**config.mk**
```make
export PLATFORM = sky130hd
export DESIGN_NAME = toggle_sequencer_fsm
export DESIGN_NICKNAME = d
export VERILOG_FILES = /design/src/rtl/toggle_sequencer_fsm_pkg.sv /design/src/rtl/toggle_sequencer_fsm_seq_period_timer.sv /design/src/rtl/toggle_sequencer_fsm.sv
export SDC_FILE = /design/constraint.sdc
export NUM_CORES = 1
export LEC_CHECK = 0
export ABC_AREA = 1
export CORE_ASPECT_RATIO = 0.75
export CORE_MARGIN = 4
export CORE_UTILIZATION = 64
export CTS_BUF_LIST = sky130_fd_sc_hd__clkbuf_4
export DETAILED_ROUTE_END_ITERATION = 6
export HOLD_SLACK_MARGIN = 0.03
export PLACE_DENSITY = 0.95
export SYNTH_ARGS = -nofsm -noshare
export SYNTH_HDL_FRONTEND = slang
export SYNTH_SLANG_ARGS = --single-unit
```
**constraint.sdc**
```tcl
create_clock -name clk -period 4.9 [get_ports clk]
set_input_delay 0.49 -clock clk [delete_from_list [all_inputs] [get_ports clk]]
set_output_delay 0.49 -clock clk [all_outputs]
set_load 0.005 [all_outputs]
```
**src/rtl/toggle_sequencer_fsm_pkg.sv**
```systemverilog
// Shared definitions for the toggle sequencer: the state encoding and a
// small state-decode helper used for the busy output.
package toggle_sequencer_fsm_pkg;

  typedef enum logic [1:0] {
    ST_IDLE  = 2'd0,
    ST_RUN   = 2'd1,
    ST_PAUSE = 2'd2,
    ST_DONE  = 2'd3
  } seq_state_e;

  function automatic logic state_is_busy(input seq_state_e s);
    return (s == ST_RUN) || (s == ST_PAUSE);
  endfunction

endpackage

```
**src/rtl/toggle_sequencer_fsm_seq_period_timer.sv**
```systemverilog
// Half-period down-counter. A load takes priority over counting. While
// enabled, the counter decrements and then stops at zero. The zero flag marks
// the expiry cycle.
module seq_period_timer
  import toggle_sequencer_fsm_pkg::*;
#(
  parameter int DIV_W = 16
) (
  input  logic             clk,
  input  logic             reset,
  input  logic             load,
  input  logic [DIV_W-1:0] load_val,
  input  logic             en,
  output logic             zero
);

  logic [DIV_W-1:0] count_q;

  // load / decrement / hold
  always_ff @(posedge clk or negedge reset) begin
    if (!reset) begin
      count_q <= '0;
    end else if (load) begin
      count_q <= load_val;
    end else if (en && (count_q != '0)) begin
      count_q <= count_q - DIV_W'(1);
    end
  end

  assign zero = (count_q == '0);

endmodule

```
**src/rtl/toggle_sequencer_fsm.sv**
```systemverilog
// Toggle sequencer: emits a programmed number of output toggles, spaced by a
// programmed half-period. The sequencer supports pause and abort.
//
//   state    | meaning
//   ---------+--------------------------------------------------------
//   ST_IDLE  | waiting for start; out holds its last level
//   ST_RUN   | counting down the half-period and toggling at expiry
//   ST_PAUSE | frozen; timer, out and toggle count hold
//   ST_DONE  | one-cycle completion marker; start here chains a new run
module toggle_sequencer_fsm
  import toggle_sequencer_fsm_pkg::*;
#(
  parameter int CNT_W = 8,
  parameter int DIV_W = 16
) (
  input  logic             clk,
  input  logic             reset,
  input  logic             start,
  input  logic             pause,
  input  logic             abort,
  input  logic [DIV_W-1:0] half_period,
  input  logic [CNT_W-1:0] num_toggles,
  output logic             out,
  output logic             busy,
  output logic             done,
  output logic [CNT_W-1:0] toggle_cnt
);

  seq_state_e       state_q, state_d;
  logic             out_q, out_d;
  logic [CNT_W-1:0] cnt_q, cnt_d;
  logic [DIV_W-1:0] hp_q, hp_d;
  logic [CNT_W-1:0] n_q, n_d;

  logic             tmr_load;
  logic [DIV_W-1:0] tmr_load_val;
  logic             tmr_en;
  logic             tmr_zero;
  logic [DIV_W-1:0] hp_eff;
  logic [CNT_W-1:0] cnt_inc;

  // A programmed half-period of zero behaves as one cycle.
  assign hp_eff  = (half_period == '0) ? DIV_W'(1) : half_period;
  assign cnt_inc = cnt_q + CNT_W'(1);

  seq_period_timer #(
    .DIV_W (DIV_W)
  ) u_timer (
    .clk      (clk),
    .reset    (reset),
    .load     (tmr_load),
    .load_val (tmr_load_val),
    .en       (tmr_en),
    .zero     (tmr_zero)
  );

  // state, output level, toggle count and latched request registers
  always_ff @(posedge clk or negedge reset) begin
    if (!reset) begin
      state_q <= ST_IDLE;
      out_q   <= 1'b0;
      cnt_q   <= '0;
      hp_q    <= '0;
      n_q     <= '0;
    end else begin
      state_q <= state_d;
      out_q   <= out_d;
      cnt_q   <= cnt_d;
      hp_q    <= hp_d;
      n_q     <= n_d;
    end
  end

  // next-state, timer control and datapath updates; abort wins over everything
  always_comb begin
    state_d      = state_q;
    out_d        = out_q;
    cnt_d        = cnt_q;
    hp_d         = hp_q;
    n_d          = n_q;
    tmr_load     = 1'b0;
    tmr_load_val = '0;
    tmr_en       = 1'b0;

    if (abort) begin
      state_d      = ST_IDLE;
      out_d        = 1'b0;
      tmr_load     = 1'b1;
      tmr_load_val = '0;
    end else begin
      unique case (state_q)
        ST_IDLE, ST_DONE: begin
          if (start) begin
            hp_d         = hp_eff;
            n_d          = num_toggles;
            cnt_d        = '0;
            out_d        = 1'b0;
            tmr_load     = 1'b1;
            tmr_load_val = hp_eff - DIV_W'(1);
            state_d      = (num_toggles != '0) ? ST_RUN : ST_DONE;
          end else begin
            state_d = ST_IDLE;
          end
        end
        ST_RUN: begin
          // The edge that enters PAUSE neither counts nor toggles.
          if (pause) begin
            state_d = ST_PAUSE;
          end else if (!tmr_zero) begin
            tmr_en = 1'b1;
          end else begin
            out_d        = ~out_q;
            cnt_d        = cnt_inc;
            tmr_load     = 1'b1;
            tmr_load_val = hp_q - DIV_W'(1);
            state_d      = (cnt_inc == n_q) ? ST_DONE : ST_RUN;
          end
        end
        ST_PAUSE: begin
          if (!pause) begin
            state_d = ST_RUN;
          end
        end
        default: begin
          state_d = ST_IDLE;
        end
      endcase
    end
  end

  assign out        = out_q;
  assign busy       = state_is_busy(state_q);
  assign done       = (state_q == ST_DONE);
  assign toggle_cnt = cnt_q;

endmodule

```
### After elaboration in Yosys (flattened, before gate mapping)

Cells that the tools add are included.

* $add $sub $neg: 4
* equality and inequality tests: 12
* muxes and demuxes: 34
* bitwise operators: 2
* reduce and logical (&&, ||, !) cells: 15

Operators with widths (count)
* $mux W16: 7
* $sub A16 B1 Y16 const B: 3
* $logic_not A16 Y1: 2
* $pmux W16 S2: 1
* $mux W8: 3
* $pmux W8 S2: 1
* $reduce_bool A16 Y1: 1
* $mux W2: 7
* $mux W1: 12
* $ne A3 B3 Y1 const B: 4
* $add A8 B1 Y8 const B: 1
* $eq A8 B8 Y1: 1
* $reduce_bool A8 Y1: 1
* $ne A2 B2 Y1 const B: 3
* $pmux W2 S3: 1
* $reduce_and A5 Y1: 1
* $eq A2 B2 Y1 const B: 2
* $ne A4 B4 Y1 const B: 1
* $pmux W1 S2: 2
* $reduce_and A4 Y1: 1
* $reduce_bool A2 Y1: 2
* $reduce_and A3 Y1: 1
* $reduce_bool A3 Y1: 1
* $eq A2 B1 Y1 const B: 1
* other kinds (6): 7

* register bits after elaboration: 51
* output and inout bits: 11
* word-level logic and storage cells: 73

### Longest topological paths before layout

Gate-level depths: netlist (run 1).

* depth after elaboration: 8
* gate-level depth with buffers: 17
* gate-level depth less buffers: 17

### By module

Synthesis (run 1) repeated with hierarchy kept, for this count alone.

* cell total of the unflattened synthesis: 592
* area, all modules: 3938.8 µm²

Modules (own cells, without submodules)
* toggle_sequencer_fsm: instances 1, cells each 409, area each 2683.8 µm², seq. area each 875.8 µm²
* seq_period_timer: instances 1, cells each 183, area each 1255.0 µm², seq. area each 400.4 µm²

### Worst setup path before layout (run 1)

Ideal clock, no wire load.

* path type: input to register
* start: input half_period[12]
* end: register u_timer.count_q[12]
* data arrival time: 1.988 ns
* data required time: 4.784 ns
* setup slack: 2.796 ns
* cell stages on the path: 17
* buffers on the path: 0
* path through: nor2_1 > nand3_1 > nor2_1 > nand2_1 > nand2_1 > inv_1 > ha_1 > nand2_1 > nor2_1 > nand3_1 > a21oi_1 > o21ai_0 > o21ai_0 > nand2_1 > nand2_1 > nand2_1 > nand2_1

* longest elaborated chain between the ends: 7

RTL lines
* start, declared: RTL line toggle_sequencer_fsm.sv:21 `input logic [DIV_W-1:0] half_period,`
* $logic_not A16 Y1: RTL line toggle_sequencer_fsm.sv:43 `assign hp_eff = (half_period == '0) ? DIV_W'(1) : half_period;`
* $mux W16 (*): RTL line toggle_sequencer_fsm.sv:43
* $sub A16 B1 Y16 (*): RTL line toggle_sequencer_fsm.sv:99 `tmr_load_val = hp_eff - DIV_W'(1);`
* $mux W16 (*): RTL line toggle_sequencer_fsm.sv:93 `if (start) begin`
* $pmux W16 S2 (*): RTL line toggle_sequencer_fsm.sv:91 `unique case (state_q)`
* $mux W16 (*): RTL line toggle_sequencer_fsm.sv:85 `if (abort) begin`
* $mux W16 (*): RTL line toggle_sequencer_fsm_seq_period_timer.sv:23 `end else if (load) begin`
* end signal, assigned: RTL line toggle_sequencer_fsm_seq_period_timer.sv:24 `count_q <= load_val;`
* end signal, assigned: RTL line toggle_sequencer_fsm_seq_period_timer.sv:26 `count_q <= count_q - DIV_W'(1);`
* end, declared: RTL line toggle_sequencer_fsm_seq_period_timer.sv:17 `logic [DIV_W-1:0] count_q;`

Every way passes the cells marked *; elsewhere a longest branch is shown, timed or not.
A chain may end at the register's enable or synchronous reset.

### Worst setup path after layout (run 1)

* start: input half_period[8]
* end: register u_timer.count_q[14]

Same word-level chain as after synthesis.

==> metrics.yaml, run 1 <==
syn_nets: 594
final_cell_mix: "nand2_1 (160), nor2_1 (70), o21ai_0 (56), inv_1 (55), dfrtp_1 (51)"
ir_drop_mv: 0.194
cp.arrival_ns: 2.99
synth_warnings: 0
io_buffers: 39
drv_cap: 0
fillers: 423
cp_common_cell: "nand2_1"
synth_area_mm2: 0.00375
worstSetupPathType: "input port to register"
drv_slew: 0
min_path_type: "input port to async pin"
core-area_mm2: 0.00550
leakagePower_nw: 1.99
first_pass_iters: 6
drt_iter0_markers: 435
muxShareOfSynthArea_pct: 0
final_common_cell: "nand2_1"
die_height_um: 74.3
root_buffer: "clkbuf_4"
route.antenna.remaining_nets: 0
antennaDiodeCount: 0
routabilityCongestion: 0.936
grt_overflow: 0
die_width_um: 96.4
synth-seq-cells: 51
htreeDepth: 2
grt_start_max_net_pins: 52
die-area_mm2: 0.00716
drive_gt1_share_pct: 5.38
fin_tns_setup_ns: 0
synthSimpleGateAreaFrac_pct: 36.1
start_util_pct: 68.3
numCtsBuffers: 5
clk_latency_ns: 0.40
powerDensity_mw_per_mm2: 320
rsz0062_at_grt: "false"
grt_pass1_vias: 3706
antenna_found_initial: 0
hold_viol: 0
cts_hold_buffers: 0
synth_compound_area_share_pct: 13.3
path_clk_slew_ns: 0.16
worst_ep_required_time_ns: 5.23
fin_area_mm2: 0.00427
synthCells: 557
wire_per_inst_um: 15.7
worst_pin_slew_ns: 0.684
postCtsSetupRepairBufs: 0
grtUsageTotal_pct: 31.4
synth_top_family_by_area: "simple AND/OR/NAND/NOR gates"
outcome: "complete, no violations"
min_period_ns: 2.65
num_io_pins: 40
clock_path_buffers: 2
max_freq_mhz: 377
syn_avg_cell_area_um2: 6.74
cts.sinks: 51
cts_tree: "built"
drc: 0
rows: 23
synthAdderAreaFrac_pct: 2.67
path_max_fanout: 6
setup_viol: 0
period_share_pct: 54.2
endpoint_kind: "register"
syn2layout_area_growth_pct: 13.7
viasPerCell: 5.83
synth.distinct_cells: 36
finalWirelength_um: 10500
cts_resized: 0
post-dp-hpwl_um: 8030
grt_first_pass_wirelength_um: 17300
path_cells: "clkdlybuf4s50_1 -> nor2_2 -> nand2_1 -> nor2_1 -> nand2_1 -> nand2_1 -> inv_1 -> ha_1 -> nand2_1 -> nor3_1 -> nand2_1 -> nand2_1 -> nand4_1 -> o21ai_0 -> nand2_1 -> a21oi_2"
synthXorXnorAreaFrac_pct: 6.07
nets: 631
yosysSeqAreaShare_pct: 34.0
slowest_stage: "clkdlybuf4s50_1"
place_area_mm2: 0.00419
vias: 3908
start_kind: "input port"
slew_headroom_pct: 54.4
cpPeakStageDelay_ns: 0.57
finClkSkew_ns: 0.0150
==> where the power goes <==
group	leakage [nW]	total, mW	internal (mW)	switching, mW
sequential	0.655	0.584	0.498	0.0859
clock	0.0432	0.260	0.108	0.152
combinational	1.29	0.520	0.203	0.317
==> logic make-up (layout without fill, tap and decap cells) <==
kind of cell	count (synthesis)	in the layout
fa+ha+maj	8	8
compound gates	93	93
flops	51	51
simple gates	307	307
xor+xnor	26	26
buf+inv	72	110
==> final cells by class <==
cell class              instances  area (um2)  share of cell area, %
clock buffers                   5        37.5                  0.880
inverters                      61         234                   5.48
multi-input cells             434        2180                   51.1
flip-flops and latches         51        1280                   29.9
repair buffers                 41         400                   9.38
clock inverters                 3        42.5                  0.997
well taps                      75        93.8                   2.20
==> critical path: cells and delay by family <==
kind,cells,cell delay [ns]
buf+inv,2,0.71
compound gates,2,0.21
fa+ha+maj,1,0.20
simple gates,11,1.36
==> sequential cells by signal, indices dropped and copies added (netlist names) <==
signal,cells
hp_q,16
u_timer.count_q,16
out,1
n_q,8
state_q,2
toggle_cnt,8
==> stage by stage <==
step / utilization [%] / hold slack, ns / std cells / worst slack, ns / total power [mW]
4_1_cts: 77.6 / 0.214 / 670 / 2.29 / 1.35
3_5_place_dp: 76.2 / 0.499 / 662 / 1.91 / 1.10
3_3_place_gp: 76.2 / 0.478 / 662 / 1.98 / 1.07
2_1_floorplan: - / 0.194 / 557 / 2.80 / 0.934
6_report: 77.6 / 0.164 / 670 / 2.25 / 1.36
5_1_grt: 77.6 / 0.209 / 670 / 1.92 / 1.45
==> final timing paths <==
path                           startpoint             endpoint  slack (ns)  depth (start not counted)
max                        half_period[8]  u_timer.count_q[14]        2.25                         16
min                                 reset        toggle_cnt[5]        0.16                          2
min reg2reg                        n_q[1]               n_q[1]        0.53                          2
max in group asynchronous           reset  u_timer.count_q[11]        4.25                          2
max reg2reg                    state_q[1]   u_timer.count_q[2]        2.34                         10
min in group clk                   n_q[1]               n_q[1]        0.53                          2
==> routing by layer <==
metal | GRT usage, % | wire (um)
met1 | 41.3 | 4490
met2 | 51.8 | 4880
met3 | 6.77 | 830
met4 | 10.9 | 289
met5 | 0 | 0
==> synthesized netlist by cell type <==
| library cell | n | share of area, % |
|---|---|---|
| nand2_1 | 160 | 16 |
| nor2_1 | 70 | 7.0 |
| o21ai_0 | 56 | 7.5 |
| inv_1 | 55 | 5.5 |
| dfrtp_1 | 51 | 34 |
| nand3_1 | 44 | 5.9 |
| a21oi_1 | 19 | 2.5 |
| xor2_1 | 14 | 3.3 |
| xnor2_1 | 12 | 2.8 |
| nand4_1 | 9 | 1.5 |
| ha_1 | 8 | 2.7 |
| clkbuf_1 | 6 | 0.60 |
| nor3_1 | 5 | 0.67 |
| a21oi_2 | 4 | 0.93 |
| nand2_2 | 4 | 0.67 |
| o21ai_1 | 4 | 0.53 |
| o22ai_1 | 4 | 0.67 |
| buf_2 | 3 | 0.40 |
| inv_2 | 3 | 0.30 |
| nor2_2 | 3 | 0.50 |
| nor4_1 | 3 | 0.50 |
| a22oi_1 | 2 | 0.40 |
| buf_6 | 2 | 0.60 |
| clkinv_1 | 2 | 0.20 |
| nor2_8 | 2 | 1.1 |
| o31ai_1 | 2 | 0.40 |
| a211oi_1 | 1 | 0.20 |
| and2_4 | 1 | 0.23 |
| inv_6 | 1 | 0.23 |
| nand2_4 | 1 | 0.30 |
| nand2_8 | 1 | 0.53 |
| nand3b_1 | 1 | 0.20 |
| nand4_4 | 1 | 0.57 |
| nor2_4 | 1 | 0.30 |
| o21bai_1 | 1 | 0.20 |
| or2_1 | 1 | 0.17 |
(Power assumes the default switching activity.)
==> run 2: changes to the inputs <==
--- a/config.mk
+++ b/config.mk
@@ -8,11 +8,11 @@
 export ABC_AREA = 1
 export CORE_ASPECT_RATIO = 0.75
 export CORE_MARGIN = 4
-export CORE_UTILIZATION = 64
+export CORE_UTILIZATION = 53
 export CTS_BUF_LIST = sky130_fd_sc_hd__clkbuf_4
 export DETAILED_ROUTE_END_ITERATION = 6
 export HOLD_SLACK_MARGIN = 0.03
-export PLACE_DENSITY = 0.95
+export PLACE_DENSITY = 0.86
 export SYNTH_ARGS = -nofsm -noshare
 export SYNTH_HDL_FRONTEND = slang
 export SYNTH_SLANG_ARGS = --single-unit
==> constraint.sdc (replaced) <==
create_clock -name clk -period 2.3 [get_ports clk]
set_input_delay 0.23 -clock clk [delete_from_list [all_inputs] [get_ports clk]]
set_output_delay 0.23 -clock clk [all_outputs]
set_load 0.005 [all_outputs]
==> run 2 against run 1 <==
Net effect: design area is 7.0% higher; clock power is 110% higher; largest cell class unchanged; critical endpoint is now busy; sequential share of layout area is 1.9 points lower; global-route usage is 5.3 points lower; count of clock-buffer cells in the layout stayed put; highest routed layer unchanged; sequential power is 110% higher; total power is 120% higher; wire length is 2.4% higher; clock skew is 0.0057 ns higher; register-to-register slack worse by 2.1 ns; critical path type is now register to output port; critical path depth is 12 lower; via count is 2.6% higher.
==> metrics.yaml, run 2 (synthesis gave the netlist of run 1 again) <==
outcome: "complete, no violations"  # unchanged
nets: 668  # was 631
utilization_pct: 66.8  # was 77.6%
drv_cap: 0  # unchanged
root_buffer: "clkbuf_4"  # unchanged
num_io_pins: 40  # unchanged
cp.arrival_ns: 1.94  # was 2.99 ns
min_path_type: "input port to async pin"  # unchanged
final_common_cell: "nand2_1"  # unchanged
hold_viol: 0  # unchanged
min_period_ns: 2.17
dp_slack_ns: -0.145  # was 1.91 ns
setup_viol: 0  # unchanged
ir_drop_mv: 0.459  # was 0.194 mV
finClkSkew_ns: 0.0207  # was 0.0150 ns
antennaDiodeCount: 0  # unchanged
numCtsBuffers: 5  # unchanged
clk_latency_ns: 0.40  # about the same
grt_start_max_net_pins: 31  # was 52
start_kind: "register"  # was input port
io_buffers: 39  # unchanged
finalWirelength_um: 10700  # was 10500 um
worstSetupPathType: "register to output port"  # was input port to register
drt_iter0_markers: 315  # was 435
powerDensity_mw_per_mm2: 648  # was 320 mW/mm2
cts_tree: "built"  # unchanged
grt_first_pass_wirelength_um: 17800  # was 17300 um
slew_headroom_pct: 65.2  # was 54.4%
cpPeakStageDelay_ns: 0.50  # was 0.57 ns
grt_pass1_vias: 3752  # was 3706
rows: 26  # was 23
worst_ep_required_time_ns: 2.07  # was 5.23 ns
die-area_mm2: 0.00850  # was 0.00716 mm2
leakagePower_nw: 2.16  # was 1.99 nW
setup_ws_ns: 0.131  # was 2.25 ns
vias: 4008  # was 3908
r2r_end: "u_timer.count_q[2]"  # unchanged
grt_overflow: 0  # unchanged
startpoint: "state_q[1]"  # was half_period[8]
clock_path_buffers: 2  # unchanged
post-dp-hpwl_um: 8350  # was 8030 um
htreeDepth: 2  # unchanged
route.antenna.remaining_nets: 0  # unchanged
routabilityCongestion: 0.971  # was 0.936
max_freq_mhz: 461
die_width_um: 105  # was 96.4 um
path_cells: "ha_1 -> buf_4 -> inv_1 -> clkdlybuf4s50_1"  # was clkdlybuf4s50_1 -> nor2_2 -> nand2_1 -> nor2_1 -> nand2_1 -> nand2_1 -> inv_1 -> ha_1 -> nand2_1 -> nor3_1 -> nand2_1 -> nand2_1 -> nand4_1 -> o21ai_0 -> nand2_1 -> a21oi_2
drc: 0  # unchanged
path_max_fanout: 5  # was 6
final_cell_mix: "nand2_1 (160), nor2_1 (68), o21ai_0 (56), inv_1 (54), dfrtp_1 (51)"  # was nand2_1 (160), nor2_1 (70), o21ai_0 (56), inv_1 (55), dfrtp_1 (51)
path_clk_slew_ns: 0.17  # was 0.16 ns
start_util_pct: 54.9  # was 68.3%
drv_slew: 0  # unchanged
syn2layout_area_growth_pct: 21.6  # was 13.7%
core-area_mm2: 0.00683  # was 0.00550 mm2
die_height_um: 80.9  # was 74.3 um
reg_top3: "hp_q: 16 flops, u_timer.count_q: 16 flops"  # unchanged
first_pass_iters: 5  # was 6
timing.rr.start: "u_timer.count_q[0]"  # was state_q[1]
drive_gt1_share_pct: 11.2  # was 5.38%
critPathBufInv: 3  # was 2
endpoint_kind: "output port"  # was register
slowest_stage: "clkdlybuf4s50_1"  # unchanged
viasPerCell: 5.60  # was 5.83
grtUsageTotal_pct: 26.1  # was 31.4%
r2r_slack_ns: 0.20  # was 2.34 ns
worst_pin_slew_ns: 0.519  # was 0.684 ns
path_delay_family: "buffers and inverters"  # was simple AND/OR/NAND/NOR gates
reg2regPathDepth: 10  # unchanged
wire_per_inst_um: 15.0  # was 15.7 um
cts.sinks: 51  # unchanged
antenna_found_initial: 0  # unchanged
period_share_pct: 94.3
-- run 2: cell types whose count changed in the layout (fill, tap and decap cells not counted), sizes merged --
cell and delta:
buf +36, dlygate4sd3 +1
-- run 2: how the worst max path moves through the flow --
stage,cells past startpoint,endpoint
after floorplan,17,u_timer.count_q[12]
after global placement,17,u_timer.count_q[12]
after detailed placement,17,u_timer.count_q[12]
after CTS,5,busy
after global routing,16,u_timer.count_q[14]
final,4,busy
-- run 2: cell type report --
class	instances	area, um2
fillers	601	2270
clock buffers	5	37.5
flip-flops and latches	51	1280
inverters	61	234
repair buffers	78	681
multi-input cells	434	2190
well taps	84	105
clock inverters	3	42.5
-- run 2: power by group --
group	total (mW)	switching, mW	leakage, nW	internal, mW
clock	0.558	0.328	0.0432	0.230
combinational	1.16	0.674	1.47	0.482
sequential	1.24	0.181	0.655	1.06
-- run 2: metrics by stage --
| stage | hold slack (ns) | total power [mW] | cell area, um2 | instances | setup TNS (ns) |
|---|---|---|---|---|---|
| global route | 0.232 | 3.15 | 4560 | 716 | -0.00263 |
| global placement | 0.116 | 2.34 | 4460 | 706 | -0.0219 |
| floorplan | -0.0656 | 1.99 | 3750 | 557 | 0 |
| CTS | 0.218 | 2.93 | 4550 | 715 | 0 |
| detailed placement | 0.123 | 2.38 | 4460 | 706 | -0.319 |
| finish | 0.209 | 2.96 | 4560 | 716 | 0 |
-- run 2: timing repair --
item	4_1_cts	5_1_grt
resized for setup	0	3
endpoints found under the hold margin	10	0
hold buffers	1	0
setup endpoints to repair	0	4
setup buffers	0	1
-- run 2: routing by layer --
| layer | GRT usage (%) | vias up | share of wire (%) | wire length (um) |
|---|---|---|---|---|
| met1 | 33.9 | 1847 | 43 | 4580 |
| met4 | 9.31 | 0 | 2.5 | 272 |
| li1 | - | 1948 | - | - |
| met3 | 4.05 | 30 | 7.9 | 851 |
| met2 | 45.0 | 183 | 47 | 5040 |
| met5 | 0 | - | 0 | 0 |
==> run 3: changes to the inputs <==
--- a/config.mk
+++ b/config.mk
@@ -7,12 +7,12 @@
 export LEC_CHECK = 0
 export ABC_AREA = 1
 export CORE_ASPECT_RATIO = 0.75
-export CORE_MARGIN = 4
 export CORE_UTILIZATION = 53
 export CTS_BUF_LIST = sky130_fd_sc_hd__clkbuf_4
 export DETAILED_ROUTE_END_ITERATION = 6
 export HOLD_SLACK_MARGIN = 0.03
 export PLACE_DENSITY = 0.86
+export SETUP_SLACK_MARGIN = 0.2
 export SYNTH_ARGS = -nofsm -noshare
 export SYNTH_HDL_FRONTEND = slang
 export SYNTH_SLANG_ARGS = --single-unit
==> run 3 against run 2 <==
Net effect: combinational power is essentially flat; via count grew 3.0%; total power shrank 1.2%; first-iteration DRC count grew 7.6%; cell count grew 1.5%; global-route usage grew 4.5 points; utilization grew 1.9 points; sequential power is essentially flat; fmax grew 8.5%; critical path depth grew 4; critical path type is now register to register; largest power group unchanged; highest routed layer unchanged.
==> metrics.yaml, run 3 (synthesis gave the netlist of run 1 again) <==
first_pass_iters: 5  # unchanged
rows: 26  # unchanged
clockPowerShare_pct: 16.7  # was 18.9%
worst_ep_required_time_ns: 2.59  # was 2.07 ns
drv_slew: 0  # unchanged
setup_viol: 0  # unchanged
drt_iter0_markers: 339  # was 315
worst_pin_slew_ns: 0.534  # was 0.519 ns
grtUsageTotal_pct: 30.6  # was 26.1%
hold_viol: 0  # unchanged
wire_per_inst_um: 15.1  # was 15.0 um
drv_cap: 0  # unchanged
die_width_um: 99.2  # was 105 um
finalNonFillerCells: 727  # was 716
die_height_um: 74.9  # was 80.9 um
power_switching_mw: 1.23  # was 1.18 mW
finClkSkew_ns: 0.0284  # was 0.0207 ns
path_max_fanout: 10  # was 5
cts_tree: "built"  # unchanged
place_area_mm2: 0.00447  # was 0.00446 mm2
syn2layout_area_growth_pct: 25.1  # was 21.6%
antenna_found_initial: 0  # unchanged
cts.sinks: 51  # unchanged
route.antenna.remaining_nets: 0  # unchanged
cp.arrival_ns: 2.29  # was 1.94 ns
antennaDiodeCount: 0  # unchanged
viasPerCell: 5.68  # was 5.60
p_int_mw: 1.69  # was 1.77 mW
max_freq_mhz: 500  # was 461 MHz
seqPwrFrac_pct: 42.6  # was 42.0%
start_util_pct: 54.9  # unchanged
grt_overflow: 0  # unchanged
root_buffer: "clkbuf_4"  # unchanged
htreeDepth: 2  # unchanged
reg_top3: "hp_q: 16 flops, u_timer.count_q: 16 flops"  # unchanged
num_io_pins: 40  # unchanged
drc: 0  # unchanged
grt_first_pass_wirelength_um: 17700  # was 17800 um
powerDensity_mw_per_mm2: 623  # was 648 mW/mm2
final_cell_mix: "nand2_1 (159), nor2_1 (64), o21ai_0 (55), inv_1 (54), dfrtp_1 (50)"  # was nand2_1 (160), nor2_1 (68), o21ai_0 (56), inv_1 (54), dfrtp_1 (51)
slew_headroom_pct: 64.3  # was 65.2%
io_buffers: 39  # unchanged
ir_drop_mv: 0.330  # was 0.459 mV
clock_path_buffers: 2  # unchanged
leakagePower_nw: 2.24  # was 2.16 nW
clk_latency_ns: 0.41  # was 0.40 ns
drive_gt1_share_pct: 14.3  # was 11.2%
core-area_mm2: 0.00683  # unchanged
reg2regPathDepth: 8  # was 10
switching_share_pct: 42.1  # was 40.0%
finalWirelength_um: 11000  # was 10700 um
pwr-share-comb_pct: 40.7  # was 39.1%
grt_pass1_vias: 3776  # was 3752
post-dp-hpwl_um: 8270  # was 8350 um
vias: 4128  # was 4008
path_clk_slew_ns: 0.20  # was 0.17 ns
fin_area_mm2: 0.00469  # was 0.00456 mm2
rsz0062_at_grt: "true"
final_common_cell: "nand2_1"  # unchanged
nets: 679  # was 668
period_share_pct: 86.9  # was 94.3%
worstSetupPathType: "register to register"  # was register to output port
numCtsBuffers: 5  # unchanged
dp.cells: 707  # was 706
min_period_ns: 2.00  # was 2.17 ns
outcome: "complete, no violations"  # unchanged
endpoint_kind: "register"  # was output port
die-area_mm2: 0.00742  # was 0.00850 mm2
start_kind: "register"  # unchanged
routabilityCongestion: 0.913  # was 0.971
min_path_type: "input port to async pin"  # unchanged
fillers: 572  # was 601
grt_start_max_net_pins: 32  # was 31
-- run 3: changes by cell type in the layout (fill, tap and decap cells not counted), moves of 2 or more --
cell and change:
dlymetal6s2s_1 +3, clkdlybuf4s50_1 -3, nor2_1 -4, nor2_2 +3, nor2_4 +2, ha_1 -2, buf_4 +9, clkinv_4 +2
-- run 3: power groups by stage --
stage               Clock [mW]  Combinational (mW)  Sequential, mW
floorplan                    0               0.782            1.21
detailed placement           0                1.12            1.26
global route             0.518                1.32            1.26
finish                   0.488                1.19            1.24
CTS                      0.479                1.15            1.24
global placement             0                1.09            1.25
-- run 3: what timing repair did --
action,CTS,global route
hold endpoints to repair,51,0
buffers inserted,2,8
setup endpoints to repair,4,17
hold buffers,1,0
pin swaps,0,7
resized for setup,2,15
cloned,0,1
-- run 3: worst max-delay path: stages (launching register included) --
cell	delay [ns]
dfrtp_2	0.47
buf_12	0.14
ha_4	0.21
nand2_2	0.11
clkinv_1	0.34
o21ai_0	0.20
a21oi_1	0.07
o21ai_0	0.25
a21oi_1	0.11
-- run 3: metal layers --
metal  track usage [%]  wire length, um  up-vias
met5                 0                0        -
met4              13.1              378        0
met3              4.09              825       47
met2              53.3             4990      217
met1              39.3             4750     1888
li1                  -                -     1976
-- run 3: per-stage QoR --
| step | TNS, ns | utilization [%] | hold WS [ns] | setup WS [ns] | power (mW) |
|---|---|---|---|---|---|
| 2_1_floorplan | 0 | - | -0.0656 | 0.456 | 1.99 |
| 3_3_place_gp | 0 | 65.4 | 0.0312 | 0.00237 | 2.34 |
| 3_5_place_dp | -0.228 | 65.4 | 0.0360 | -0.101 | 2.38 |
| 4_1_cts | 0 | 67.0 | 0.115 | 0.165 | 2.86 |
| 5_1_grt | 0 | 68.7 | 0.110 | 0.164 | 3.10 |
| 6_report | 0 | 68.7 | 0.106 | 0.302 | 2.92 |
-- run 3: area by class of cell --
type,count,area (um2),area share [%]
clock buffers,5,37.5,0.800
clock inverters,3,28.8,0.613
inverters,61,234,4.99
multi-input cells,435,2230,47.6
flip-flops and latches,51,1280,27.2
well taps,84,105,2.24
repair buffers,88,776,16.5
-- run 3: worst paths after layout --
path | endpoint | start | slack, ns
max in group asynchronous | hp_q[8] | reset | 1.56
min reg2reg | n_q[1] | n_q[1] | 0.54
min in group clk | hp_q[3] | half_period[3] | 0.19
min | toggle_cnt[6] | reset | 0.11
max | u_timer.count_q[2] | state_q[1] | 0.30
max reg2reg | u_timer.count_q[2] | state_q[1] | 0.30
